--- src/rtl/deinterleaver.sv ---
// 802.11a single-stream bit deinterleaver (BPSK/QPSK) built on a two-bank ping-pong buffer.
// Bits are written in arrival order and read back column-by-column via row/column counters.
module deinterleaver #(
    parameter int unsigned N_CBPS = 48,
    parameter int unsigned N_COLS = 16,
    parameter int unsigned N_ROWS = N_CBPS / 16
) (
    input  logic Clock,
    input  logic Reset,
    input  logic In_Valid,
    input  logic Input,
    output logic In_Ready,
    output logic Out_Valid,
    output logic Output,
    output logic Out_First,
    output logic Out_Last,
    input  logic Out_Ready
);

    localparam int unsigned W_ADDR = $clog2(N_CBPS);
    localparam int unsigned W_ROW  = (N_ROWS > 1) ? $clog2(N_ROWS) : 1;
    localparam int unsigned W_COL  = $clog2(N_COLS);

    localparam logic [W_ADDR-1:0] LAST_ADDR = W_ADDR'(N_CBPS - 1);
    localparam logic [W_ADDR-1:0] ROW_STEP  = W_ADDR'(N_ROWS);
    localparam logic [W_ROW-1:0]  LAST_ROW  = W_ROW'(N_ROWS - 1);
    localparam logic [W_COL-1:0]  LAST_COL  = W_COL'(N_COLS - 1);

    generate
        if (!((N_CBPS == 48) || (N_CBPS == 96)) || (N_COLS != 16)) begin : g_bad_param
            $error("deinterleaver: N_CBPS must be 48 or 96 and N_COLS must be 16");
        end
    endgenerate

    logic [1:0][N_CBPS-1:0] r_bank;
    logic [1:0]             r_full;
    logic                   r_wsel;
    logic                   r_rsel;
    logic [W_ADDR-1:0]      r_wcnt;
    logic [W_ADDR-1:0]      r_raddr;
    logic [W_ROW-1:0]       r_row;
    logic [W_COL-1:0]       r_col;

    logic       w_wr_en;
    logic       w_rd_en;
    logic       w_wr_last;
    logic       w_col_last;
    logic       w_row_last;
    logic       w_rd_last;
    logic [1:0] w_full_nxt;

    assign w_wr_en    = In_Valid && !r_full[r_wsel];
    assign w_rd_en    = r_full[r_rsel] && Out_Ready;
    assign w_wr_last  = (r_wcnt == LAST_ADDR);
    assign w_col_last = (r_col == LAST_COL);
    assign w_row_last = (r_row == LAST_ROW);
    assign w_rd_last  = w_col_last && w_row_last;

    // A fill and a drain always target different banks, so both updates can land on one edge
    always_comb begin
        w_full_nxt = r_full;
        if (w_wr_en && w_wr_last) begin
            w_full_nxt[r_wsel] = 1'b1;
        end
        if (w_rd_en && w_rd_last) begin
            w_full_nxt[r_rsel] = 1'b0;
        end
    end

    always_ff @(posedge Clock) begin
        if (w_wr_en) begin
            r_bank[r_wsel][r_wcnt] <= Input;
        end
    end

    always_ff @(posedge Clock) begin
        if (Reset) begin
            r_full <= '0;
            r_wsel <= 1'b0;
            r_wcnt <= '0;
        end else begin
            r_full <= w_full_nxt;
            if (w_wr_en) begin
                if (w_wr_last) begin
                    r_wcnt <= '0;
                    r_wsel <= !r_wsel;
                end else begin
                    r_wcnt <= r_wcnt + W_ADDR'(1);
                end
            end
        end
    end

    // Read address steps by N_ROWS along a row; a new row restarts at the row index
    always_ff @(posedge Clock) begin
        if (Reset) begin
            r_rsel  <= 1'b0;
            r_row   <= '0;
            r_col   <= '0;
            r_raddr <= '0;
        end else if (w_rd_en) begin
            if (w_col_last) begin
                r_col <= '0;
                if (w_row_last) begin
                    r_row   <= '0;
                    r_raddr <= '0;
                    r_rsel  <= !r_rsel;
                end else begin
                    r_row   <= r_row + W_ROW'(1);
                    r_raddr <= W_ADDR'(r_row) + W_ADDR'(1);
                end
            end else begin
                r_col   <= r_col + W_COL'(1);
                r_raddr <= r_raddr + ROW_STEP;
            end
        end
    end

    assign In_Ready  = !r_full[r_wsel];
    assign Out_Valid = r_full[r_rsel];
    assign Output    = Out_Valid && r_bank[r_rsel][r_raddr];
    assign Out_First = Out_Valid && (r_row == '0) && (r_col == '0);
    assign Out_Last  = Out_Valid && w_rd_last;

endmodule

--- config.mk ---
export PLATFORM = sky130hd
export DESIGN_NAME = deinterleaver
export DESIGN_NICKNAME = d
export VERILOG_FILES = /design/src/rtl/deinterleaver.sv
export SDC_FILE = /design/constraint.sdc
export NUM_CORES = 1
export LEC_CHECK = 0
export ABC_AREA = 1
export CAP_MARGIN = 20
export CORE_AREA = 2 2 97 99
export CTS_BUF_LIST = sky130_fd_sc_hd__clkbuf_8
export DETAILED_ROUTE_END_ITERATION = 10
export DIE_AREA = 0 0 99 101
export DONT_BUFFER_PORTS = 1
export PLACE_DENSITY = 0.8
export SLEW_MARGIN = 20
export SYNTH_ARGS = -nofsm -noshare
export SYNTH_HDL_FRONTEND = slang
export SYNTH_SLANG_ARGS = --single-unit
--- constraint.sdc ---
create_clock -name Clock -period 4.2 [get_ports Clock]
set_input_delay 0.63 -clock Clock [delete_from_list [all_inputs] [get_ports Clock]]
set_output_delay 0.63 -clock Clock [all_outputs]
set_load 0.05 [all_outputs]
Word-level counts from Yosys, hierarchy flattened
Index checks and enable logic that the tools add are counted.
- register bits after elaboration: 118
- output and inout bits: 5
- word-level logic and storage cells: 71
- add/subtract/negate cells: 5
- $lt $le $gt $ge: 7
- eq/ne operators: 3
- multiplexer cells: 24
- bitwise logic cells: 3
- reduce and logical (&&, ||, !) cells: 20
- operators with widths (kind ; count):
    $mux W48 ; 3
    $bwmux W96 ; 1
    $demux W48 S1 ; 1
    $lt A6 B7 Y1 const B ; 2
    $logic_and A1 B1 Y1 ; 12
    $mux W6 ; 2
    $mux W1 ; 8
    $add A6 B1 Y6 const B ; 1
    $add A6 B2 Y6 const B ; 1
    $bmux W1 S6 ; 1
    $demux W1 S6 ; 1
    $eq A6 B6 Y1 const B ; 1
    $ge A6 B1 Y1 const B ; 1
    $mux W2 ; 3
    $add A4 B1 Y4 const B ; 1
    $eq A4 B4 Y1 const B ; 1
    $logic_not A4 Y1 ; 1
    $lt A1 B2 Y1 const B ; 2
    $mux W4 ; 1
    $reduce_and A2 Y1 ; 2
    $add A2 B1 Y3 const B ; 1
    $logic_not A1 Y1 ; 3
    $mux W3 ; 1
    $reduce_and A3 Y1 ; 1
    8 further kinds ; 10

Depth between registers and ports, before layout
- depth in word-level cells: 8
- mapped depth: 12
- mapped depth without buffers: 11

Worst setup path after synthesis
Ideal clock, no wire load.
- path kind: register -> output
- from: register r_raddr[0]
- to: output Output
- data arrival time: 1787 ps
- data required time: 3570 ps
- setup slack: 1783 ps
- cell stages (with the launch flop): 12
- cells stage by stage: dfxtp_1 -> buf_4 -> inv_4 -> buf_2 -> nand3_1 -> a21oi_1 -> nor2_1 -> nand2_1 -> nand2_1 -> nand2_1 -> nand3_1 -> nor2_1
- longest elaborated chain between the ends: 3
- RTL lines (what ; RTL line ; RTL):
    start, declared ; 40 ; logic [W_ADDR-1:0] r_raddr;
    start signal, assigned ; 110 ; r_raddr <= W_ADDR'(r_row) + W_ADDR'(1);
    start signal, assigned ; 114 ; r_raddr <= r_raddr + ROW_STEP;
    $bmux W1 S6 ; 121 ; assign Output = Out_Valid && r_bank[r_rsel][r_raddr];
    $mux W1 (implied by the code) ; 121 ;
    $logic_and A1 B1 Y1 ; 121 ;
    end, declared ; 14 ; output logic Output,
Every way passes these cells. The select of a mux whose other input is x is not followed.

Final worst setup path
- from: register r_rsel
- to: output Output
- longest elaborated chain between the ends: 5
- RTL lines (what ; RTL line ; RTL):
    start, declared ; 38 ; logic r_rsel;
    start signal, assigned ; 107 ; r_rsel <= !r_rsel;
    $mux W48 (implied by the code) (2 in series) ; 121 ;
    $bmux W1 S6 ; 121 ;
    $mux W1 (implied by the code) ; 121 ;
    $logic_and A1 B1 Y1 (*) ; 121 ;
Mark *: on every way between the ends. The rest lies on a longest branch, timed or not. The select of a mux whose other input is x is not followed.

==> impl_metrics.py <==
metrics = {
    "global_route": {
        "grt_use_total_pct": 28.3,
        "grt_pass1_wl_mm": 21.5,
        "grt_antenna_before_repair": 0,
        "grt_max_degree": 97,
        "grt_pass1_vias": 4371,
        "globalRouteOverflowTotal": 0,
    },
    "floorplanning": {
        "start_util_pct": 63.8,
        "ios": 10,
        "dieArea_um2": 10000,
        "coreArea_um2": 8980,
        "die_height_um": 101,
        "row_count": 35,
        "die_w_um": 99,
    },
    "placed_design": {
        "gp_congestion": 0.872,
        "portBuffers": 0,
        "place_ws_ns": 1.57,
        "postPlaceCellArea_um2": 5790,
        "hpwlAfterDp_mm": 8.28,
        "placed_cells": 754,
    },
    "timing": {
        "fin_skew_ns": 0.0118,
        "fin_ws_ns": 1.06,
        "drv_slew": 0,
        "rsz0062_at_grt": "false",
        "min_period_ns": 3.14,
        "whs_ns": 0.249,
        "tightest_slew_ns": 1.06,
        "tns_ns": 0,
        "period_share_pct": 74.8,
        "relSlewSlack_pct": 29.0,
        "fmax_ghz": 0.319,
        "finalHoldViolations": 0,
        "setup_viol": 0,
    },
    "layout": {
        "final_cells": 787,
        "area_growth_pct": 8.36,
        "antenna_cells": 0,
        "fin_area_um2": 6210,
        "fin_util_pct": 69.2,
        "nets": 672,
        "layout-drive-gt1-share_pct": 9.32,
    },
    "clock_network": {
        "cts_tree": "done",
        "clk_latency_ns": 0.44,
        "numCtsBuffers": 17,
        "clockBufferDepth": 2,
        "cts_sinks": 118,
        "cts-htree-levels": 4,
        "clkSlewWorstSetupHoldPaths_ns": 0.08,
        "clockRootBuffer": "clkbuf_8",
        "ctsHoldBuffers": 0,
        "ctsResizeCount": 0,
        "post_cts_buffers": 0,
    },
    "pwr": {
        "ir_worst_vdd_mv": 0.241,
        "p_leak_nw": 2.28,
        "power.density_nw_per_um2": 376,
        "total_power_mw": 2.33,
    },
    "setup_path": {
        "r2r_end": "r_rsel",
        "r2r_slack_ns": 1.66,
        "reg2reg_depth": 6,
        "r2r-start": "r_rsel",
        "end_kind": "output port",
        "worst-path-max-fanout": 46,
        "critPathLaunchType": "flop",
        "critical_path_class": "reg -> out",
        "required_ns": 3.57,
        "cp_data_arrival_time_ns": 2.51,
    },
    "synthesis": {
        "synth_area_um2": 5730,
        "synth-edff-count": 96,
        "syn-num-nets": 677,
        "synth_area_per_cell_um2": 8.58,
        "ys_seq_elements": 118,
        "ys.warnings.count": 0,
        "synth-seq-area-share_pct": 58.0,
        "synthFlopType": "edfxtp_1",
        "yosysMostFrequentCell": "nand2_1",
        "synthTopCellsByCount": "187 x nand2_1, 140 x nor2_1, 96 x edfxtp_1",
        "synth_top_area_cell": "edfxtp_1",
        "synth_top_area_share_pct": 50.3,
        "synth_cell_types": 34,
        "async_reset_ff_share_pct": 0,
        "synthCells": 668,
        "synth.top_cells.by_area": "edfxtp_1 50%, nand2_1 12%, nor2_1 9.2%",
    },
    "drt": {
        "viasPerCell": 5.90,
        "drt_iter0_markers": 533,
        "first_pass_iters": 6,
        "wl_mm": 13.4,
        "postRouteAntennaNets": 0,
        "vias": 4642,
        "drcViolationCount": 0,
        "wl_per_cell_um": 17.0,
    },
    "run_status": {
        "status": "completed",
    },
    "worst_hold_path": {
        "worstHoldPathCells": 1,
        "hold_path_end": "r_col[2]",
        "min_path_type": "in -> reg",
        "worstHoldStart": "Reset",
    },
    "run": {
        "drv_cap": 0,
    },
}
worst max-delay path by stage:
stage               depth (start not counted)      to  slack [ns]  startpoint
detailed placement                         12  Output        1.57      r_rsel
global route                               12  Output        0.84      r_rsel
floorplan                                  11  Output        1.78  r_raddr[0]
finish                                     12  Output        1.06      r_rsel
global placement                           12  Output        1.55      r_rsel
CTS                                        12  Output        1.09      r_rsel
critical path: stages (launching register included):
cell and delay (ns):
dfxtp_2 0.33, inv_2 0.57, nand2_1 0.11, nand2_1 0.11
nand2_1 0.06, nand3_1 0.14, nand3_1 0.09, nand2_1 0.08
nand3_1 0.07, nand2_1 0.06, inv_1 0.04, nor2_1 0.15
buf_4 0.23
per-layer routing:
layer,global-route usage [%],vias to the layer above,wire (µm)
met4,12.6,0,442
met3,6.10,40,1220
met2,47.1,242,6570
li1,-,2175,-
met1,35.9,2185,5170
met5,0,-,0
area by class of cell:
cell class | count | area, µm²
Inverter | 57 | 219
Timing Repair Buffer | 5 | 77.6
Tap cell | 111 | 139
Sequential cell | 118 | 3320
Multi-Input combinational cell | 464 | 2060
Fill cell | 672 | 2770
Clock buffer | 17 | 234
Clock inverter | 15 | 155
cell families after synthesis:
group	count (synthesis)	share of synthesized area, %
AOI/OAI and AO/OA	52	5.13
xor gates and xnor gates	2	0.306
adders and majority gates	4	0.873
buffers and inverters	86	6.57
DFF	118	58.0
and+or+nand+nor	406	29.1
flip-flops by register name (all words and copies together) (netlist names):
signal / flops
r_bank: 96
r_col: 4
r_full: 2
r_raddr: 6
r_row: 2
r_rsel: 1
r_wcnt: 6
r_wsel: 1
cell usage in the layout (no fill, tap or decap), types with 5 or more instances in the layout:
cell,n
edfxtp_1,96
a21oi_1,20
inv_1,49
clkbuf_8,17
nor3_1,6
clkinv_4,5
nand2_1,187
nand3_1,55
dfxtp_1,21
nor2_1,140
inv_2,6
o21ai_0,17
nor3_2,6
power breakdown:
group          internal, mW  total (mW)  switching [mW]
clock                 0.530        1.02           0.491
sequential             1.26        1.27         0.00451
combinational        0.0109      0.0435          0.0326
Power figures use the tool's default switching activity.
